===== config.mk =====
export PLATFORM = sky130hd
export DESIGN_NAME = uart_loopback
export DESIGN_NICKNAME = d
export VERILOG_FILES = /design/src/rtl/uart_pkg.sv /design/src/rtl/uart_tx.sv /design/src/rtl/uart_loopback.sv
export SDC_FILE = /design/constraint.sdc
export NUM_CORES = 1
export LEC_CHECK = 0
export ABC_AREA = 1
export CAP_MARGIN = 0
export CORE_MARGIN = 2
export CORE_UTILIZATION = 35
export CTS_BUF_LIST = sky130_fd_sc_hd__clkbuf_8
export CTS_CLUSTER_SIZE = 10
export DETAILED_ROUTE_END_ITERATION = 6
export GPL_ROUTABILITY_DRIVEN = 0
export HOLD_SLACK_MARGIN = 0.06
export SYNTH_ARGS = -nofsm -noshare
export SYNTH_HDL_FRONTEND = slang
export SYNTH_SLANG_ARGS = --single-unit

===== constraint.sdc =====
create_clock -name clk_12mhz -period 1.55 [get_ports clk_12mhz]
set_input_delay 0.155 -clock clk_12mhz [delete_from_list [all_inputs] [get_ports clk_12mhz]]
set_output_delay 0.155 -clock clk_12mhz [all_outputs]
set_load 0.02 [all_outputs]

===== src/rtl/uart_pkg.sv =====
// Shared UART definitions for the loopback block.
//   uart_state_e : frame state, used by both the receiver and the transmitter
//   FRAME_BITS   : bits per 8N1 frame (start + 8 data + stop)
//   DATA_BITS    : data bits per frame
//   baud_div()   : clock cycles per bit, integer truncation
package uart_pkg;

  typedef enum logic [1:0] {
    IDLE,
    START,
    DATA,
    STOP
  } uart_state_e;

  localparam int FRAME_BITS = 10;
  localparam int DATA_BITS  = 8;

  function automatic int baud_div(input int clk_frequency, input int baud);
    return clk_frequency / baud;
  endfunction

endpackage


===== src/rtl/uart_tx.sv =====
// 8N1 serializer with a byte load / busy handshake.
// Ports:
//   clk_12mhz : system clock, rising edge
//   reset_n   : synchronous active-low reset
//   load      : accept `data` and start a frame (only honoured while !busy)
//   data      : byte to send, LSB first
//   busy      : a frame is in progress
//   txd       : serial output, idle high
//
// state | meaning
// ------+--------------------------------------------
// IDLE  | line high, waiting for load
// START | driving the start bit (0) for DIV cycles
// DATA  | driving data bits LSB first, DIV cycles each
// STOP  | driving the stop bit (1) for DIV cycles
module uart_tx
  import uart_pkg::*;
#(
  parameter int DIV = 104
) (
  input  logic       clk_12mhz,
  input  logic       reset_n,
  input  logic       load,
  input  logic [7:0] data,
  output logic       busy,
  output logic       txd
);

  localparam int CW = $clog2(DIV + 1);
  localparam logic [CW-1:0] DIV_M1 = CW'(DIV - 1);
  localparam logic [2:0] LAST_BIT = 3'(DATA_BITS - 1);

  uart_state_e state, state_nxt;
  logic [CW-1:0] cnt, cnt_nxt;
  logic [7:0]    sh, sh_nxt;
  logic [2:0]    bit_cnt, bit_cnt_nxt;
  logic          txd_nxt;
  logic          tc;

  assign tc   = (cnt == '0);
  assign busy = (state != IDLE);

  always_ff @(posedge clk_12mhz) begin
    if (!reset_n) begin
      state   <= IDLE;
      cnt     <= '0;
      sh      <= '0;
      bit_cnt <= '0;
      txd     <= 1'b1;
    end else begin
      state   <= state_nxt;
      cnt     <= cnt_nxt;
      sh      <= sh_nxt;
      bit_cnt <= bit_cnt_nxt;
      txd     <= txd_nxt;
    end
  end

  always_comb begin
    state_nxt   = state;
    cnt_nxt     = cnt;
    sh_nxt      = sh;
    bit_cnt_nxt = bit_cnt;
    txd_nxt     = txd;
    case (state)
      IDLE: begin
        if (load) begin
          state_nxt = START;
          cnt_nxt   = DIV_M1;
          sh_nxt    = data;
          txd_nxt   = 1'b0;
        end
      end
      START: begin
        if (tc) begin
          state_nxt   = DATA;
          cnt_nxt     = DIV_M1;
          txd_nxt     = sh[0];
          sh_nxt      = {1'b0, sh[7:1]};
          bit_cnt_nxt = '0;
        end else begin
          cnt_nxt = cnt - 1'b1;
        end
      end
      DATA: begin
        if (tc) begin
          cnt_nxt = DIV_M1;
          if (bit_cnt == LAST_BIT) begin
            state_nxt = STOP;
            txd_nxt   = 1'b1;
          end else begin
            txd_nxt     = sh[0];
            sh_nxt      = {1'b0, sh[7:1]};
            bit_cnt_nxt = bit_cnt + 1'b1;
          end
        end else begin
          cnt_nxt = cnt - 1'b1;
        end
      end
      STOP: begin
        if (tc) begin
          state_nxt = IDLE;
        end else begin
          cnt_nxt = cnt - 1'b1;
        end
      end
      default: begin
        state_nxt = IDLE;
        txd_nxt   = 1'b1;
      end
    endcase
  end

endmodule


===== src/rtl/uart_loopback.sv =====
// UART echo block: receives 8N1 bytes on rxd, retransmits each correctly
// framed byte on txd and shows the last one on the board LEDs.
// Ports:
//   clk_12mhz : system clock, rising edge
//   reset_n   : synchronous active-low reset
//   rxd       : serial input, idle high
//   txd       : serial output, idle high
//   led       : last correctly framed received byte
// Build option:
//   RX_SYNC_EN defined   -> rxd passes through a 2-flop synchronizer
//   RX_SYNC_EN undefined -> rxd sampled directly (synchronous stimulus only)
//
// Receiver:
// state | meaning
// ------+-----------------------------------------------------------
// IDLE  | waiting for a low level on the (synchronized) line
// START | HALF cycles to mid start bit; high there means glitch
// DATA  | 8 mid-bit samples, DIV cycles apart, shifted in LSB first
// STOP  | one sample DIV later; high gives rx_valid, low is discarded
module uart_loopback
  import uart_pkg::*;
#(
  parameter int CLK_FREQUENCY = 12_000_000,
  parameter int BAUD          = 115_200
) (
  input  logic       clk_12mhz,
  input  logic       reset_n,
  input  logic       rxd,
  output logic       txd,
  output logic [7:0] led
);

  localparam int DIV  = baud_div(CLK_FREQUENCY, BAUD);
  localparam int HALF = DIV / 2;
  localparam int CW   = $clog2(DIV + 1);
  localparam logic [CW-1:0] DIV_M1  = CW'(DIV - 1);
  localparam logic [CW-1:0] HALF_M1 = CW'(HALF - 1);
  localparam logic [2:0] LAST_BIT = 3'(DATA_BITS - 1);

  logic rxd_s;

`ifdef RX_SYNC_EN
  logic [1:0] rxd_sync;

  always_ff @(posedge clk_12mhz) begin
    if (!reset_n) begin
      rxd_sync <= 2'b11;
    end else begin
      rxd_sync <= {rxd_sync[0], rxd};
    end
  end

  assign rxd_s = rxd_sync[1];
`else
  assign rxd_s = rxd;
`endif

  uart_state_e rx_state, rx_state_nxt;
  logic [CW-1:0] rx_cnt, rx_cnt_nxt;
  logic [7:0]    rx_sh, rx_sh_nxt;
  logic [2:0]    rx_bits, rx_bits_nxt;
  logic          rx_valid, rx_valid_nxt;
  logic          rx_tc;

  assign rx_tc = (rx_cnt == '0);

  always_ff @(posedge clk_12mhz) begin
    if (!reset_n) begin
      rx_state <= IDLE;
      rx_cnt   <= '0;
      rx_sh    <= '0;
      rx_bits  <= '0;
      rx_valid <= 1'b0;
    end else begin
      rx_state <= rx_state_nxt;
      rx_cnt   <= rx_cnt_nxt;
      rx_sh    <= rx_sh_nxt;
      rx_bits  <= rx_bits_nxt;
      rx_valid <= rx_valid_nxt;
    end
  end

  always_comb begin
    rx_state_nxt = rx_state;
    rx_cnt_nxt   = rx_cnt;
    rx_sh_nxt    = rx_sh;
    rx_bits_nxt  = rx_bits;
    rx_valid_nxt = 1'b0;
    case (rx_state)
      IDLE: begin
        if (!rxd_s) begin
          rx_state_nxt = START;
          rx_cnt_nxt   = HALF_M1;
        end
      end
      START: begin
        if (rx_tc) begin
          if (!rxd_s) begin
            rx_state_nxt = DATA;
            rx_cnt_nxt   = DIV_M1;
            rx_bits_nxt  = '0;
          end else begin
            rx_state_nxt = IDLE;
          end
        end else begin
          rx_cnt_nxt = rx_cnt - 1'b1;
        end
      end
      DATA: begin
        if (rx_tc) begin
          rx_sh_nxt  = {rxd_s, rx_sh[7:1]};
          rx_cnt_nxt = DIV_M1;
          if (rx_bits == LAST_BIT) begin
            rx_state_nxt = STOP;
          end else begin
            rx_bits_nxt = rx_bits + 1'b1;
          end
        end else begin
          rx_cnt_nxt = rx_cnt - 1'b1;
        end
      end
      STOP: begin
        if (rx_tc) begin
          rx_state_nxt = IDLE;
          rx_valid_nxt = rxd_s;
        end else begin
          rx_cnt_nxt = rx_cnt - 1'b1;
        end
      end
      default: rx_state_nxt = IDLE;
    endcase
  end

  // Holding register between receiver and transmitter. A fresh byte goes
  // straight to an idle transmitter so the echo starts one cycle after
  // rx_valid; otherwise it waits here. A byte arriving while the register
  // is full and the transmitter busy is dropped.
  logic       hold_full;
  logic [7:0] hold_data;
  logic       tx_busy;
  logic       tx_load;
  logic       tx_take_hold;
  logic [7:0] tx_data;

  assign tx_take_hold = hold_full & ~tx_busy;
  assign tx_load      = ~tx_busy & (hold_full | rx_valid);
  assign tx_data      = hold_full ? hold_data : rx_sh;

  always_ff @(posedge clk_12mhz) begin
    if (!reset_n) begin
      led       <= '0;
      hold_full <= 1'b0;
      hold_data <= '0;
    end else begin
      if (rx_valid) begin
        led <= rx_sh;
      end
      // The register is being emptied this cycle when tx_take_hold is set,
      // so a byte landing on the same edge can refill it.
      if (rx_valid && (tx_take_hold || (!hold_full && tx_busy))) begin
        hold_full <= 1'b1;
        hold_data <= rx_sh;
      end else if (tx_take_hold) begin
        hold_full <= 1'b0;
      end
    end
  end

  uart_tx #(
    .DIV(DIV)
  ) u_tx (
    .clk_12mhz(clk_12mhz),
    .reset_n  (reset_n),
    .load     (tx_load),
    .data     (tx_data),
    .busy     (tx_busy),
    .txd      (txd)
  );

endmodule


==> summary.md, run 1 <==
| Metric | Value |
|---|---|
| ANT nets after route | `0` |
| FF+latch count, synth | `59` |
| Net Count, Synth | `499` |
| Setup Viol. Count Final | `0` |
| Routed vias | `about 3000` |
| R2r setup slk | `approximately 0.068 ns` |
| Fin Clk Skew | `0.00985 ns` |
| H-tree Lvls | `3` |
| Vias in the first global route | `~2800` |
| Drt pass-1 iters | `4` |
| Critical Path RT | `1.78 ns` |
| Dpl hpwl | `5000 um` |
| Max Freq | `approximately 670 MHz` |
| Num ports | `12` |
| Leak | `approximately 1.8 nW` |
| Drt total wl | `7000 um` |
| Initial antenna violation count | `0` |
| Initial Util | `between 30% and 40%` |
| Synth area leader | `dfxtp_1` |
| Critical path capture point type | `register` |
| DRC Markers | `0` |
| Unrepaired setup endpoints after global routing | `yes` |
| Core ar. | `approximately 0.0091 mm2` |
| Arr. time, crit path | `~1.7 ns` |
| Pwr Total | `between 7 and 8 mW` |
| ANT cells | `0` |
| Clock Latency Late Sink | `0.34 ns` |
| Hold-fix buffers, CTS | `0` |
| Cell variety after synth | `35` |
| Area of the multi-input gates | `between 0.0015 and 0.002 mm2` |
| Worst Setup Start Kind | `register` |
| CP Class | `register to register` |
| Vias per cell | `about 4.8` |
| Post-synth top flop | `dfxtp_1` |
| Fillcell total | `roughly 940` |
| Number of synthesized flops with an enable pin | `0` |
| Final net count | `between 500 and 600` |
| First-pass GRT wire length | `around 12000 um` |
| Top cell type's share of synthesized area | `between 30% and 40%` |
| Core Util, Final | `roughly 42%` |
| Starting DRT DRC Count | `between 100 and 150` |
| PD cells | `around 1900 mW/mm2` |
| Endpoints failing hold | `0` |
| Area after DPL | `approximately 0.0036 mm2` |
| Status | `completed` |
| Least-Margin Pin Slew | `~0.36 ns` |
| WL/cell | `between 10 and 15 um` |
| Worst-path fanout max | `9` |
| Async SR Flop Fraction | `0%` |
| CTS tree | `built` |
| Max VDD drop | `~1100 uV` |
| Die H | `between 100 and 150 um` |
| Non-Filler Instances | `~630` |
| Clock buffer depth | `2` |
| Area delta synth->final | `19.7%` |
| HP Class | `register to register` |
| Most common cell after layout, fill and taps aside | `nand2_1` |
| Overflow after GRT | `0` |
| Slew HR | `about three quarters` |
| Num Clock Sinks | `between 50 and 60` |
| Top cells by area, synth | `dfxtp_1 (37%), nand2_1 (12%), nor2_1 (8.6%), inv_1 (6.6%), ha_1 (6.6%)` |
| Port-buffer cells | `11` |
| Post-Syn Instances | `about 480` |
| # placed instances | `between 600 and 700` |
| Final instance area | `0.00387 mm2` |
| Tmin final | `about 1.5 ns` |
| Die ar. | `0.0100 mm2` |
| Root Driver | `clkbuf_8` |
| FF+latch area | `between 0.001 and 0.0015 mm2` |
| Syn avg cell area | `6.75 um2` |
| Number of max-cap violations | `0` |
| Register area share after synthesis | `a little over a third` |
| Die width | `~100 um` |
| Fraction of layout cells with a size suffix above 1 | `between 10% and 20%` |
| Max Transition Viols Final | `0` |
| # rows | `35` |
| Final Cycle Share | `95.6%` |
| Cell Area, Synth | `around 0.0032 mm2` |
| Synth warn | `0` |
| Most frequent cells in the layout | `nand2_1 (105), nor2_1 (71), dfxtp_1 (57), inv_1 (53), nand3_1 (36)` |
| Largest net degree at the start of global routing | `43` |
| CTS buffer count | `9` |
| Clk pin slew, worst setup/hold paths | `0.07 ns` |
| GR Util All Layers | `between 10 and 15%` |
## layout make-up
| cell class | instances | share of cell area [%] |
|---|---|---|
| multi-input combinational | 340 | 46.9 |
| sequential | 59 | 30.6 |
| timing repair buffer | 31 | 7.05 |
| inverter | 68 | 6.66 |
| tap | 111 | 3.59 |
| clock buffer | 10 | 3.56 |
| clock inverter | 6 | 1.68 |
## routing by layer
metal / GRT usage [%] / routed length, um / vias up
met5: 0 / 0 / -
met4: 5.58 / 87 / 0
met3: 3.20 / 208 / 8
met2: 24.5 / 3220 / 32
met1: 19.0 / 3480 / 1354
li1: - / - / 1578
## kinds of logic after synthesis
logic type | Yosys count | share of synthesized area, %
xor gates and xnor gates | 2 | 0.542
adders and majority gates | 17 | 6.58
AOI/OAI and AO/OA | 74 | 12.2
and+or+nand+nor | 247 | 34.4
DFF | 59 | 36.5
buffers and inverters | 80 | 9.79
## cell usage after synthesis, types with 2 or more instances
cell / n
a21oi_1: 29
a21oi_2: 2
buf_2: 4
clkbuf_1: 5
dfxtp_1: 59
ha_1: 17
inv_1: 57
inv_2: 10
nand2_1: 107
nand2_2: 5
nand2_4: 2
nand3_1: 37
nand3_2: 2
nand4_1: 5
nor2_1: 74
nor2_2: 5
nor2_4: 5
o21ai_0: 36
o21ai_1: 2
## report_power, final
part / internal (mW) / switching, mW
clock: 0.785 / 0.651
combinational: 1.39 / 2.32
sequential: 1.83 / 0.246
## path summary, 6_finish.rpt
| kind | from | endpoint | cells past startpoint |
|---|---|---|---|
| min | hold_data[1] | hold_data[1] | 2 |
| min reg2reg | hold_data[1] | hold_data[1] | 2 |
| max | u_tx.state[1] | hold_data[7] | 7 |
| max reg2reg | u_tx.state[1] | hold_data[7] | 7 |
## flip-flops by register name, indices dropped and copies added, names as in the netlist, named ones only
name / count
hold_data: 8
hold_full: 1
led: 8
rx_bits: 3
rx_cnt: 7
rx_sh: 8
rx_state: 1
rx_valid: 1
u_tx.bit_cnt: 3
u_tx.cnt: 7
u_tx.sh: 8
u_tx.state: 2
u_tx.txd: 1
## stage by stage
stage	hold slack, ns	setup TNS, ns	setup WS, ns
3_3_place_gp	0.447	0	0.00550
6_report	0.462	0	0.0676
5_1_grt	0.481	-0.496	-0.0558
3_5_place_dp	0.454	-0.138	-0.0383
4_1_cts	0.463	0	0.0126
2_1_floorplan	0.315	0	0.0496
## what timing repair did
action / 4_1_cts / 5_1_grt
cloned: 0 / 0
hold endpoints to repair: 0 / 0
endpoints found under the setup margin: 9 / 48
pin swaps: 1 / 5
gates resized for setup: 1 / 28
buffers inserted: 2 / 1
## critical path: stages (launching register included)
cell	delay [ns]
dfxtp_2	0.35
inv_1	0.06
ha_1	0.21
ha_1	0.32
nor2_4	0.16
inv_2	0.10
o21ai_1	0.12
a21oi_1	0.05
No activity file was read; power rests on OpenSTA's default activity.
==> inputs of run 2 (changes only) <==
--- a/config.mk
+++ b/config.mk
@@ -8,5 +8,4 @@
 export ABC_AREA = 1
 export CAP_MARGIN = 0
-export CORE_MARGIN = 2
 export CORE_UTILIZATION = 35
 export CTS_BUF_LIST = sky130_fd_sc_hd__clkbuf_8
==> constraint.sdc (replaced) <==
create_clock -name clk_12mhz -period 1.55 [get_ports clk_12mhz]
set_input_delay 0.155 -clock clk_12mhz [delete_from_list [all_inputs] [get_ports clk_12mhz]]
set_output_delay 0.155 -clock clk_12mhz [all_outputs]
set_load 0.1 [all_outputs]
==> summary.md, run 2 (same netlist as run 1, synthesis figures left out) <==
| Metric | Value |
|---|---|
| Status | `completed` |
| GR Util All Layers | `15.8% (+0.99 points)` |
| Least-Margin Pin Slew | `0.256 ns (-0.105 ns)` |
| Area delta synth->final | `24.0%` |
| Max VDD drop | `612 uV (-44%)` |
| Critical Path RT | `1.79 ns (about the same)` |
| Reg-to-Reg End | `u_tx.sh[0]` |
| Most frequent cells in the layout | `nand2_1 (107), nor2_1 (71), dfxtp_1 (57), inv_1 (52), nand3_1 (32)` |
| Internal | `4.04 mW (+0.83%)` |
| Net load switching power | `3.41 mW (+5.9%)` |
| Num ports | `12 (unchanged)` |
| Max Transition Viols Final | `0 (unchanged)` |
| R2r setup slk | `0.09 ns (+0.02 ns)` |
| Worst Setup Start Kind | `register` |
| Critical path cell sequence | `inv_1, ha_2, nand2_1, nor2_4, nor2_2, nor2_4, nand3_1, nand2_1, nor2_1` |
| Leak | `1.86 nW (+2.2%)` |
| Fin Clk Skew | `0.0102 ns (+0.000375 ns)` |
| WHS | `0.457 ns (-0.00457 ns)` |
| Root Driver | `clkbuf_8` |
| H-tree Lvls | `3 (unchanged)` |
| Number of max-cap violations | `0 (unchanged)` |
| HP Class | `register to register` |
| Hold-fix buffers, CTS | `0 (unchanged)` |
| Slew HR | `82.9% (+7.2 points)` |
| Slowest Stage Delay on Critical Path | `0.34 ns (about the same)` |
| Vias per cell | `4.84 (+1.9%)` |
| Die width | `98.1 um (-2.0%)` |
| Reg2reg start | `u_tx.cnt[1]` |
| Area after DPL | `0.00365 mm2 (+2.4%)` |
| Drt total wl | `7190 um (+2.8%)` |
| Non-Filler Instances | `621 (-0.64%)` |
| CTS buffer count | `9 (unchanged)` |
| Reg power frac | `28.2% (-0.6 points)` |
| Unrepaired setup endpoints after global routing | `yes` |
| Core ar. | `0.00885 mm2 (-2.9%)` |
| Tmin final | `1.46 ns (-0.0175 ns)` |
| Setup Viol. Count Final | `0 (unchanged)` |
| Initial antenna violation count | `0 (unchanged)` |
| Clock Latency Late Sink | `0.34 ns (about the same)` |
| Fraction of layout cells with a size suffix above 1 | `20.3% (+3.2 points)` |
| Endpoints failing hold | `0 (unchanged)` |
| First-pass GRT wire length | `12400 um (+2.2%)` |
| Starting DRT DRC Count | `143 (+38%)` |
| Vias in the first global route | `2792 (+0.50%)` |
| WL/cell | `11.6 um (+3.5%)` |
| CP Capture Point | `u_tx.sh[0]` |
| # rows | `34 (-2.9%)` |
| Cell depth of the worst setup path | `9 (+2)` |
| Final instance area | `0.00401 mm2 (+3.7%)` |
| Drt pass-1 iters | `5 (+1)` |
| Final Cycle Share | `94.5% (-1.1 points)` |
| Clk pin slew, worst setup/hold paths | `0.08 ns (about the same)` |
| Pwr Total | `7.44 mW (+3.1%)` |
| CP bufs+invs | `1 (-1)` |
| Comb power frac | `52.3% (+1.0 points)` |
| Port-buffer cells | `11 (unchanged)` |
| Initial Util | `36.6% (+1.0 points)` |
| Clock Power Share | `19.5% (-0.4 points)` |
| Die ar. | `0.00963 mm2 (-4.0%)` |
| ANT cells | `0 (unchanged)` |
| Num Clock Sinks | `59 (unchanged)` |
| Largest net degree at the start of global routing | `30 (-30%)` |
| Dpl hpwl | `5060 um (+1.1%)` |
| Max Freq | `683 MHz (+1.2%)` |
| Worst-path fanout max | `8 (-1)` |
| Final net count | `528 (-0.19%)` |
| Routed vias | `3008 (+1.2%)` |
| Slowest-stage cell, CP | `dfxtp_2` |
| Top Family by Delay on Critical Path | `simple AND/OR/NAND/NOR gates` |
| PD cells | `1860 mW/mm2 (-0.55%)` |
| Pre-CTS WS | `-0.0431 ns (-0.00482 ns)` |
| Critical path origin | `u_tx.cnt[1]` |
| Critical path capture point type | `register` |
| R2R depth | `9 (+2)` |
| Switching Fraction | `45.7% (+1.2 points)` |
| Setup WS post-layout | `0.0851 ns (+0.0175 ns)` |
| Arr. time, crit path | `1.70 ns (about the same)` |
| CTS tree | `built` |
| Most common cell after layout, fill and taps aside | `nand2_1` |
| # placed instances | `603 (-0.50%)` |
| DRC Markers | `0 (unchanged)` |
| Die H | `98.1 um (-2.0%)` |
| ANT nets after route | `0 (unchanged)` |
| CP Class | `register to register` |
| Overflow after GRT | `0 (unchanged)` |
| Clock buffer depth | `2 (unchanged)` |
==> run 2: stage by stage <==
| step | util [%] | TNS, ns |
|---|---|---|
| after floorplan | - | 0 |
| after global placement | 41.3 | 0 |
| after detailed placement | 41.3 | -0.0911 |
| after CTS | 43.6 | 0 |
| after global routing | 45.3 | -0.115 |
| final | 45.3 | 0 |
==> run 2: worst register-to-register path: stages (launching register included) <==
cell     delay [ns]
dfxtp_2        0.34
inv_1          0.07
ha_2           0.18
nand2_1        0.09
nor2_4         0.17
nor2_2         0.07
nor2_4         0.23
nand3_1        0.10
nand2_1        0.07
nor2_1         0.03
==> run 2: layer usage <==
metal / track usage, % / up-vias / share of wire, %
met5: 0 / - / 0
met4: 6.89 / 0 / 1.7
met3: 2.79 / 11 / 2.8
met2: 24.9 / 37 / 45
met1: 21.3 / 1387 / 50
li1: - / 1573 / -
==> run 2: area by class of cell <==
class,instances,area [um2]
clock buffers,9,124
clock inverters,7,76.3
fillers,890,4840
inverters,68,258
multi-input cells,340,1870
flip-flops and latches,59,1180
well taps,108,135
repair buffers,30,367
==> run 2: power groups by stage <==
stage	Clock (mW)	Sequential (mW)	Combinational, mW
5_1_grt	1.55	2.14	4.42
4_1_cts	1.49	2.08	3.62
6_report	1.45	2.10	3.90
2_1_floorplan	0	2.15	2.74
3_5_place_dp	0	2.11	3.60
3_3_place_gp	0	2.10	3.52
==> run 2: timing repair <==
| action | CTS | global route |
|---|---|---|
| endpoints found under the hold margin | 0 | 0 |
| resized for setup | 2 | 42 |
| endpoints found under the setup margin | 6 | 45 |
| pin swaps | 0 | 9 |
| buffers inserted | 0 | 2 |
==> run 2: how the worst min path moves through the flow <==
stage                      start  cells past startpoint           end  slack, ns
floorplan                    rxd                      2      rx_valid       0.32
global placement    hold_data[7]                      2  hold_data[7]       0.44
detailed placement  hold_data[7]                      2  hold_data[7]       0.45
CTS                 hold_data[7]                      2  hold_data[7]       0.46
global route        hold_data[7]                      2  hold_data[7]       0.49
finish              hold_data[7]                      2  hold_data[7]       0.46
